==> src/rtl/rect_target_scheduler.sv <==
// Collects detector boxes during the active frame, keeps the two largest valid ones,
// and commits them to the overlay buses at end of frame, holding stale boxes for HOLD_FRAMES commits.
module rect_target_scheduler #(
  parameter int NUM_REQ     = 4,
  parameter int HOLD_FRAMES = 3,
  parameter int IMG_HDISP   = 1280,
  parameter int IMG_VDISP   = 720
) (
  input  logic                   clk,
  input  logic                   rst,
  input  logic                   per_frame_vsync,
  input  logic [NUM_REQ-1:0]     req_valid,
  input  logic [43*NUM_REQ-1:0]  req_box,
  output logic [NUM_REQ-1:0]     req_ready,
  output logic [42:0]            target_pos_out1,
  output logic [42:0]            target_pos_out2,
  output logic                   frame_update,
  output logic [15:0]            drop_cnt
);

  localparam int PTR_W = $clog2(NUM_REQ);

  localparam logic [1:0] ST_BLANK   = 2'd0;
  localparam logic [1:0] ST_COLLECT = 2'd1;
  localparam logic [1:0] ST_COMMIT  = 2'd2;

  localparam logic [PTR_W:0]   NREQ     = (PTR_W+1)'(NUM_REQ);
  localparam logic [PTR_W-1:0] LAST_IDX = PTR_W'(NUM_REQ - 1);
  localparam logic [3:0]       HOLD_LIM = 4'(HOLD_FRAMES - 1);
  localparam logic [11:0]      H_LIM    = 12'(IMG_HDISP);
  localparam logic [10:0]      V_LIM    = 11'(IMG_VDISP);

  logic [1:0]       state;
  logic             vsync_d;
  logic             rise_pend;
  logic [PTR_W-1:0] rr_ptr;
  logic             sh_full1, sh_full2;
  logic [41:0]      sh_box1, sh_box2;
  logic [20:0]      sh_area1, sh_area2;
  logic [3:0]       age1, age2;

  logic             rise, fall;
  logic             grant_any;
  logic [PTR_W-1:0] grant_idx;
  logic [PTR_W:0]   cand;
  logic [PTR_W-1:0] next_ptr;

  assign rise = ~vsync_d &  per_frame_vsync;
  assign fall =  vsync_d & ~per_frame_vsync;

  // Round-robin search starting at rr_ptr; grants only while collecting an active frame.
  always_comb begin
    // NOTE: every combinational output gets a default first so no path leaves it unassigned (no latch).
    grant_any = 1'b0;
    grant_idx = '0;
    cand      = '0;
    req_ready = '0;
    if (state == ST_COLLECT && per_frame_vsync && !rst) begin
      for (int k = 0; k < NUM_REQ; k++) begin
        cand = {1'b0, rr_ptr} + (PTR_W+1)'(k);
        if (cand >= NREQ) cand = cand - NREQ;
        if (!grant_any && req_valid[cand[PTR_W-1:0]]) begin
          grant_any = 1'b1;
          grant_idx = cand[PTR_W-1:0];
        end
      end
    end
    for (int i = 0; i < NUM_REQ; i++) begin
      req_ready[i] = grant_any && (grant_idx == PTR_W'(i));
    end
  end

  assign next_ptr = (grant_idx == LAST_IDX) ? '0 : grant_idx + PTR_W'(1);

  logic        xfer;
  logic [42:0] in_box;
  logic [10:0] in_xmin, in_xmax;
  logic [9:0]  in_ymin, in_ymax;
  logic [10:0] box_w;
  logic [9:0]  box_h;
  logic [20:0] area;
  logic        box_ok;
  logic        repl1, bigger;
  logic        wr_slot1, wr_slot2, drop_inc;

  assign xfer    = grant_any;
  assign in_box  = req_box[int'(grant_idx)*43 +: 43];
  assign in_ymax = in_box[41:32];
  assign in_xmax = in_box[31:21];
  assign in_ymin = in_box[20:11];
  assign in_xmin = in_box[10:0];

  assign box_ok = in_box[42] && (in_xmin <= in_xmax) && (in_ymin <= in_ymax) &&
                  ({1'b0, in_xmax} < H_LIM) && ({1'b0, in_ymax} < V_LIM);

  assign box_w = in_xmax - in_xmin + 11'd1;
  assign box_h = in_ymax - in_ymin + 10'd1;
  assign area  = 21'(box_w) * 21'(box_h);

  // On a tie the second slot is the one displaced.
  assign repl1  = sh_area1 < sh_area2;
  assign bigger = area > (repl1 ? sh_area1 : sh_area2);

  assign wr_slot1 = xfer && box_ok && (!sh_full1 || (sh_full2 && bigger && repl1));
  assign wr_slot2 = xfer && box_ok && sh_full1 && (!sh_full2 || (bigger && !repl1));
  // With both slots full a transfer always costs one box: either the newcomer or a displaced one.
  assign drop_inc = xfer && (!box_ok || (sh_full1 && sh_full2));

  always_ff @(posedge clk) begin
    // NOTE: registered state uses non-blocking assignments so every flop sees pre-edge values.
    if (rst) begin
      state           <= ST_BLANK;
      vsync_d         <= 1'b1;  // a frame already in progress at reset must not look like a rise
      rise_pend       <= 1'b0;
      rr_ptr          <= '0;
      sh_full1        <= 1'b0;
      sh_full2        <= 1'b0;
      age1            <= '0;
      age2            <= '0;
      target_pos_out1 <= '0;
      target_pos_out2 <= '0;
      frame_update    <= 1'b0;
      drop_cnt        <= '0;
    end else begin
      vsync_d      <= per_frame_vsync;
      frame_update <= 1'b0;
      if (drop_inc && drop_cnt != 16'hFFFF) drop_cnt <= drop_cnt + 16'd1;

      case (state)
        ST_BLANK: begin
          rise_pend <= 1'b0;
          if (rise || (rise_pend && per_frame_vsync)) state <= ST_COLLECT;
        end
        ST_COLLECT: begin
          if (xfer) rr_ptr <= next_ptr;
          if (wr_slot1) sh_full1 <= 1'b1;
          if (wr_slot2) sh_full2 <= 1'b1;
          if (fall) state <= ST_COMMIT;
        end
        ST_COMMIT: begin
          if (sh_full1) begin
            target_pos_out1 <= {1'b1, sh_box1};
            age1            <= '0;
          end else if (target_pos_out1[42] && age1 < HOLD_LIM) begin
            age1 <= age1 + 4'd1;
          end else begin
            target_pos_out1 <= '0;
            age1            <= '0;
          end

          if (sh_full2) begin
            target_pos_out2 <= {1'b1, sh_box2};
            age2            <= '0;
          end else if (target_pos_out2[42] && age2 < HOLD_LIM) begin
            age2 <= age2 + 4'd1;
          end else begin
            target_pos_out2 <= '0;
            age2            <= '0;
          end

          sh_full1     <= 1'b0;
          sh_full2     <= 1'b0;
          frame_update <= 1'b1;
          rise_pend    <= rise;
          state        <= ST_BLANK;
        end
        default: state <= ST_BLANK;
      endcase
    end
  end

  // NOTE: slot payloads carry no reset; they are only ever read while the matching full flag is set.
  always_ff @(posedge clk) begin
    if (wr_slot1) begin
      sh_box1  <= in_box[41:0];
      sh_area1 <= area;
    end
    if (wr_slot2) begin
      sh_box2  <= in_box[41:0];
      sh_area2 <= area;
    end
  end

endmodule

==> config.mk <==
export PLATFORM = sky130hd
export DESIGN_NAME = rect_target_scheduler
export DESIGN_NICKNAME = d
export VERILOG_FILES = /design/src/rtl/rect_target_scheduler.sv
export SDC_FILE = /design/constraint.sdc
export NUM_CORES = 1
export LEC_CHECK = 0
export BUFFER_PORTS_ARGS = -buffer_cell sky130_fd_sc_hd__buf_2
export CORE_MARGIN = 2
export CORE_UTILIZATION = 62
export DETAILED_ROUTE_END_ITERATION = 6
export PLACE_DENSITY = 0.87
export SLEW_MARGIN = 10
export SYNTH_ARGS = -nofsm -noshare
export SYNTH_HDL_FRONTEND = slang
export SYNTH_SLANG_ARGS = --single-unit
==> constraint.sdc <==
create_clock -name clk -period 41.7 [get_ports clk]
set_input_delay 6.255 -clock clk [delete_from_list [all_inputs] [get_ports clk]]
set_output_delay 6.255 -clock clk [all_outputs]
set_load 0.05 [all_outputs]
---- Yosys cells after proc, flatten, opt, wreduce, memory -nomap -nowiden ----
Index checks and enable logic that the tools add are counted.
operators by class
  add/subtract/negate cells ............... 15
  multipliers ............................. 2
  magnitude comparators ................... 16
  equal/unequal tests ..................... 12
  shift-type cells ........................ 1
  mux-type cells .......................... 48
  bitwise logic cells ..................... 4
  reductions and logical operators ........ 48
operator list
  operator                                                     count
  two-way mux 43 bit                                           4
  variable part select 172 x 9 -> 43 bit                       1
  two-way mux 2 bit                                            16
  logical AND 1 bit                                            26
  > comparator 21 bit                                          1
  less-than comparator 21 bit                                  1
  multiplier 11 x 10 -> 21 bit                                 1
  two-way mux 21 bit                                           1
  adder 16 x 1 -> 16 bit (second input constant)               1
  two-way mux 4 bit                                            4
  inequality test 16 bit (second input constant)               1
  two-way mux 1 bit                                            15
  less-than comparator 2 x 3 -> 1 bit (second input constant)  4
  inequality test 2 bit (second input constant)                6
  AND reduction 2 bit                                          6
  adder 11 x 1 -> 11 bit (second input constant)               1
  less-or-equal comparator 11 bit                              1
  less-than comparator 11 bit (second input constant)          1
  subtractor 11 bit                                            1
  adder 10 x 1 -> 10 bit (second input constant)               1
  less-or-equal comparator 10 bit                              1
  less-than comparator 10 bit (second input constant)          1
  subtractor 10 bit                                            1
  >= comparator 3 bit (second input constant)                  3
  19 further kinds                                             47
storage, ports and cells
  bits in registers ....................... 245
  input bits .............................. 179
  logic and storage cells ................. 162

---- Depth between registers and ports, before layout ----
Gate-level depths: netlist of the first run.
  depth after elaboration ................. 32
  depth in mapped cells ................... 54
  gate-level depth less buffers ........... 49

---- Least setup slack after synthesis of the first run ----
Ideal clock, no wire load.
  path kind ............................... input -> register
  start point ............................. in rst
  end point ............................... reg sh_area1[0] (enable)
  arrival ................................. 18007 ps
  path slack .............................. 23265 ps
  cell stages on the path ................. 46
  buffers on the path ..................... 4
  cells stage by stage .................... buf_6 > nor2_2 > and3_2 > a21boi_4 > o211ai_4 > clkbuf_1 > clkbuf_1 > clkbuf_1 > mux2i_1 > inv_1 > ha_1 > ha_1 > a21o_1 > maj3_1 > a21o_1 > a21o_1 > a21o_1 > a21oi_1 > (+10 left out) > a21o_1 > a21o_1 > a21oi_1 > nor2_1 > a221oi_1 > a21oi_1 > a21oi_1 > o21ai_1 > xnor2_1 > ha_1 > nand4_1 > or2_2 > or4_1 > nand2b_1 > o21ai_0 > a21oi_1 > o41ai_1 > and2_1
on the way
  cells in the longest elaborated chain, start to end .. 13
ends and longest elaborated chain
  element                                 line  text
  from (decl)                             10    input logic rst,
  zero test 1 bit                         58    if (state == ST_COLLECT && per_frame_vsync && !rst) begin
  logical AND 1 bit                       58
  two-way mux 2 bit                       58
  multiplier 2 x 6 -> 8 bit               87    assign in_box = req_box[int'(grant_idx)*43 +: 43];
  variable part select 172 x 9 -> 43 bit  87
  via in_box[34]                          76    logic [42:0] in_box;
  subtractor 10 bit                       97    assign box_h = in_ymax - in_ymin + 10'd1;
  adder 10 x 1 -> 10 bit                  97
  multiplier 11 x 10 -> 21 bit            98    assign area = 21'(box_w) * 21'(box_h);
  via area[20]                            81    logic [20:0] area;
  > comparator 21 bit                     102   assign bigger = area > (repl1 ? sh_area1 : sh_area2);
  logical AND 1 bit (2 in a row)          104   assign wr_slot1 = xfer && box_ok && (!sh_full1 || (sh_full2 && bigger && repl1));
  logical OR 1 bit                        104
  logical AND 1 bit                       104
  via wr_slot1                            84    logic wr_slot1, wr_slot2, drop_inc;
  to (signal assigned)                    176   sh_area1 <= area;
  to (decl)                               39    logic [20:0] sh_area1, sh_area2;
The timed path passes the listed nets, and every way through them passes these cells.
A chain may end at the register's enable or synchronous reset.

---- Final worst setup path of the first run ----
  start point ............................. in rst
  end point ............................... reg sh_box1[8] (enable)
on the way
  cells in the longest elaborated chain, start to end .. 13
ends and longest elaborated chain
  element                                 line  text
  zero test 1 bit                         58
  logical AND 1 bit                       58
  two-way mux 2 bit                       58
  multiplier 2 x 6 -> 8 bit               87
  variable part select 172 x 9 -> 43 bit  87
  via in_box[12]                          76
  subtractor 10 bit                       97
  adder 10 x 1 -> 10 bit                  97
  multiplier 11 x 10 -> 21 bit            98
  via area[20]                            81
  > comparator 21 bit                     102
  logical AND 1 bit (2 in a row)          104
  logical OR 1 bit                        104
  logical AND 1 bit                       104
  via wr_slot1                            84
  to (signal assigned)                    175   sh_box1 <= in_box[41:0];
  to (decl)                               38    logic [41:0] sh_box1, sh_box2;
The timed path passes the listed nets, and every way through them passes these cells.

==> results of run 1 <==
-- cells by family after synthesis --
logic type      synth area share
mux                       0.0737
buf+inv                   0.0582
simple gates               0.111
xor+xnor                  0.0261
fa+ha+maj                  0.218
compound gates             0.122
flops                      0.391
-- worst reg2reg max path, delay by kind of cell, from the launching register on --
kind | cells | cell delay, ns
compound gates | 18 | 3.53
xor+xnor | 2 | 0.41
fa+ha+maj | 10 | 4.12
buf+inv | 8 | 2.28
flops | 1 | 0.45
simple gates | 12 | 2.03
-- placed cells by master (no fill, tap or decap), types with 11 or more instances in the layout --
master     Yosys  layout
a21o_1        25      25
a21oi_1       79      77
a22o_1        73      73
and2_1        15      14
and3_1        12      11
buf_2          2     285
buf_4          0      13
clkbuf_16      0      28
dfxtp_1      119     119
edfxtp_1     126     126
fa_1          72      72
ha_1         159     159
inv_1        168     168
inv_2         13      13
mux2_2        24      24
mux2i_1       78      78
nand2_1      100     100
nand2b_1      20      20
nand3_1       22      22
nand4_1       18      18
nor2_1       119     119
nor2b_1       18      18
o21ai_0       17      17
xnor2_1       38      38
-- path summary, 6_finish.rpt --
kind | startpoint | to | slack (ns) | cells past startpoint
min reg2reg | sh_box2[33] | target_pos_out2[33] | 0.46 | 1
max reg2reg | rr_ptr[0] | sh_box1[8] | 28.39 | 50
min | sh_box2[33] | target_pos_out2[33] | 0.46 | 1
max | rst | sh_box1[8] | 22.58 | 50
-- registers in the layout, indices dropped and copies added, names as in the netlist, 2 cells and up --
register / count
age2: 4
drop_cnt: 16
sh_area1: 21
target_pos_out1: 43
sh_box1: 42
sh_box2: 42
rr_ptr: 2
age1: 4
sh_area2: 21
target_pos_out2: 43
state: 2
-- layout make-up --
cell class                 instances  area share
clock buffer                      32      0.0405
inverter                         181      0.0369
multi-input combinational       1026       0.474
antenna                            1    0.000136
clock inverter                    16     0.00849
sequential                       245       0.335
timing repair buffer             298      0.0827
tap                              330      0.0224
-- per-layer routing --
layer	part of all wire	GRT usage	wire, um	up-vias
li1	-	-	-	5804
met1	0.40	0.431	17100	6132
met2	0.48	0.512	20400	624
met3	0.093	0.0500	3960	96
met4	0.030	0.100	1290	0
met5	0	0	0	-
-- through the flow --
step	utilization	area [um^2]	hold slack [ns]	worst slack (ns)
2_1_floorplan	-	15800	0.428	23.26
3_3_place_gp	0.698	17500	0.436	22.56
3_5_place_dp	0.698	17500	0.449	22.09
4_1_cts	0.734	18400	0.464	22.63
5_1_grt	0.734	18400	0.472	21.62
6_report	0.734	18400	0.460	22.58
==> metrics.cfg, run 1 <==
[route]
vias=12700
drcViolationCount=0
wl_per_cell_um=20.1
routed_wirelength_um=42700
drt-pass1-iter-count=5
vias_per_cell=5.94
drt_iter0_drc=1120
detail-route-antenna-nets=0

[cts]
htree_levels=1
cts_root_buf=clkbuf_16
post_cts_buffers=0
cts_resized=0
clock_latency_ns=0.55
cts-buffers-inserted=26
cts_tree=yes
ctsHoldBuffers=0
max-clock-path-buffers=3
clkTransAtPathRegs_ns=0.06
cts.sinks=245

[global_routing]
grt_pass1_vias=12100
antenna_found_initial=1
grt_first_pass_wirelength_um=64900
grt_max_degree=64
grt_use_total=0.314
grt_overflow=0

[sta]
hold_viol_final=0
finalClockSkew_ns=0.0161
fin_crit_sh=0.459
finalCriticalPeriod_ns=19.12
setup_viol=0
max_slew_margin=0.145
tightest_slew_ns=1.28
rsz0062_at_grt=no
finalSetupTns_ns=0
drv_slew=0
max_freq_mhz=52.3

[yosys]
synth_seq_area_share=0.391
syn_nets=1917
synth_commonest_cells=inv_1, ha_1, edfxtp_1
synth_flop_cell=edfxtp_1
syn-mean-instance-area_um2=10.5
syn_inst=1507
ys_ff_latch=245
synth_area_leader_cell=edfxtp_1
synth.most_common_cell=inv_1
yosysUniqueCellTypes=71
synth_top_area_share=0.240
ys_warn_count=0
async_flop_share=0
synth_edf_count=126
syn_area_um2=15800
synthTopCellsByArea=edfxtp_1, dfxtp_1, ha_1

[critical_path]
endpoint_kind=register
cp_top_family=adder cells
crit_slowest_cell=xnor2_1
critical_path_class=input pin to register
worstPathArrival_ns=19.30
slowest_delay_ns=0.69
crit_path_frequent_cell=fa_1
cp_data_required_time_ns=41.88
cp-start-kind=input pin
cp_max_fo=54
crit_buf_inv=8

[die]
die_h_um=164
io_pins=286
dieArea_um2=26700
die_w_um=164
core_um2=25100
rows=58
start_util=0.629

[job]
cap_violations=0

[layout]
multi_input_area_um2=8740
nNetsFinal=2188
area_growth_pct=16.8
num-fill-cells=1729
stdcell_count=2129
drive_gt1_frac=0.226
seqCellArea_um2=6170

[min_path]
hold_path.class=register to register

[place]
place.detailed.instances=2080
dp_hpwl_um=32600
place_congestion=0.979
io_buffers=285

[outcome]
outcome=finished, final reports clean

Power of run 1 is left out: the tool's default activity adds up to more than one toggle a clock period on the data nets, which glitch-free logic cannot reach.
==> run 2: changes to the inputs <==
Settings changed: CORE_UTILIZATION 62 to 57, PLACE_DENSITY 0.87 to 0.81.
Clock period 41.7 ns to 20 ns, I/O delays scaled along.
==> run 2 against run 1 <==
  * Cell count up 1.9%
  * Count of clock-buffer cells in the layout unchanged
  * Sequential share of layout area about the same
  * Global-route usage is 1.5 points lower
  * Utilization is 5.5 points lower
  * Non-clock buffer count unchanged
  * Flip-flop and latch count unchanged
  * Register-to-register slack got worse by 22 ns
  * Die area is 8.6% higher
==> metrics.cfg, run 2 (synthesis gave the netlist of run 1 again) <==
[layout]
multi_input_area_um2=8750
area_growth_pct=16.6
num-fill-cells=2081
seqCellArea_um2=6170
stdcell_count=2170
final_common_cell=buf_2
layout_common_cells=buf_2, inv_1, ha_1
reg.largest.list=target_pos_out1 (43), target_pos_out2 (43)
design_area_um2=18400
nNetsFinal=2188
drive_gt1_frac=0.226
antenna_cells=0

[place]
place.detailed.instances=2122
io_buffers=285
dp_hpwl_um=33500
dpl_cell_area_um2=17600
place_congestion=0.974

[route]
drcViolationCount=0
vias=12500
drt-pass1-iter-count=5
routed_wirelength_um=43700
drt_iter0_drc=1045
detail-route-antenna-nets=0
wl_per_cell_um=20.1
vias_per_cell=5.76

[die]
rows=60
die_h_um=170
dieArea_um2=29000
die_w_um=170
core_um2=27100
io_pins=286
start_util=0.582

[cts]
cts_tree=yes
clock_latency_ns=0.54
cts.sinks=245
cts_root_buf=clkbuf_16
clkTransAtPathRegs_ns=0.06
cts_resized=0
htree_levels=1
ctsHoldBuffers=0
cts-buffers-inserted=26
max-clock-path-buffers=3
post_cts_buffers=0

[critical_path]
critical_path_class=input pin to register
endpoint_kind=register
crit_slowest_cell=xnor2_1
cp_max_fo=54
cp-start-kind=input pin
crit_path_frequent_cell=fa_1
slowest_delay_ns=0.70
cp_data_required_time_ns=20.22
rrSetupSlack_ns=6.52
timing.rr.end=sh_box2[40]
worstPathArrival_ns=16.28
r2r_start=rr_ptr[1]
ff2ff_path_depth=46

[global_routing]
antenna_found_initial=0
grt_overflow=0
grt_use_total=0.299
grt_first_pass_wirelength_um=66900
grt_pass1_vias=12200
grt_max_degree=62

[job]
cap_violations=0

[min_path]
min_from=target_pos_out1[30]
worstHoldEndpoint=target_pos_out1[30]
hold_depth=2
hold_path.class=register to register

[sta]
finalClockSkew_ns=0.0162
fin_crit_sh=0.803
tightest_slew_ns=1.28
drv_slew=0
finalSetupTns_ns=0
setup_viol=0
hold_viol_final=0
rsz0062_at_grt=no
max_slew_margin=0.146
max_freq_mhz=62.3
finalCriticalPeriod_ns=16.06

[outcome]
outcome=finished, final reports clean

## run 2: cell count changes in the layout (fill, tap and decap cells not counted), moves of 2 or more
cell	previous run	this run
clkinv_2	3	8
clkbuf_1	1	4
clkinv_1	4	1
clkbuf_16	28	26
## run 2: critical path: cells and delay by family
kind / cells / cell delay, ns
compound gates: 19 / 3.51
fa+ha+maj: 10 / 4.20
xor+xnor: 2 / 0.87
simple gates: 11 / 2.46
buf+inv: 8 / 2.15
## run 2: area by class of cell
class                      count  area share
multi-input combinational   1026       0.475
timing repair buffer         298      0.0828
clock buffer                  32      0.0377
clock inverter                16     0.00707
inverter                     181      0.0369
tap                          372      0.0253
sequential                   245       0.335
## run 2: worst max-delay path by stage
stage	from	endpoint	slack, ns
floorplan	rst	sh_area1[0]	4.82
global placement	rst	sh_box2[22]	3.96
detailed placement	rst	sh_box2[21]	3.57
CTS	rst	sh_box2[35]	4.09
global route	rst	sh_box2[27]	2.99
finish	rst	sh_box2[40]	3.94
## run 2: layer usage
metal | track usage | wire length, um | up-vias
met5 | 0 | 0 | -
met4 | 0.111 | 1650 | 0
met3 | 0.0474 | 3620 | 110
met2 | 0.477 | 20400 | 626
met1 | 0.412 | 18000 | 5967
li1 | - | - | 5804
## run 2: stage by stage
stage               setup WS (ns)  hold slack (ns)   util
floorplan                    4.82            0.428      -
global placement             3.96            0.436  0.649
detailed placement           3.57            0.442  0.649
CTS                          4.09            0.450  0.679
global route                 2.99            0.467  0.679
finish                       3.94            0.448  0.679
Power of run 2 is left out for the same reason.
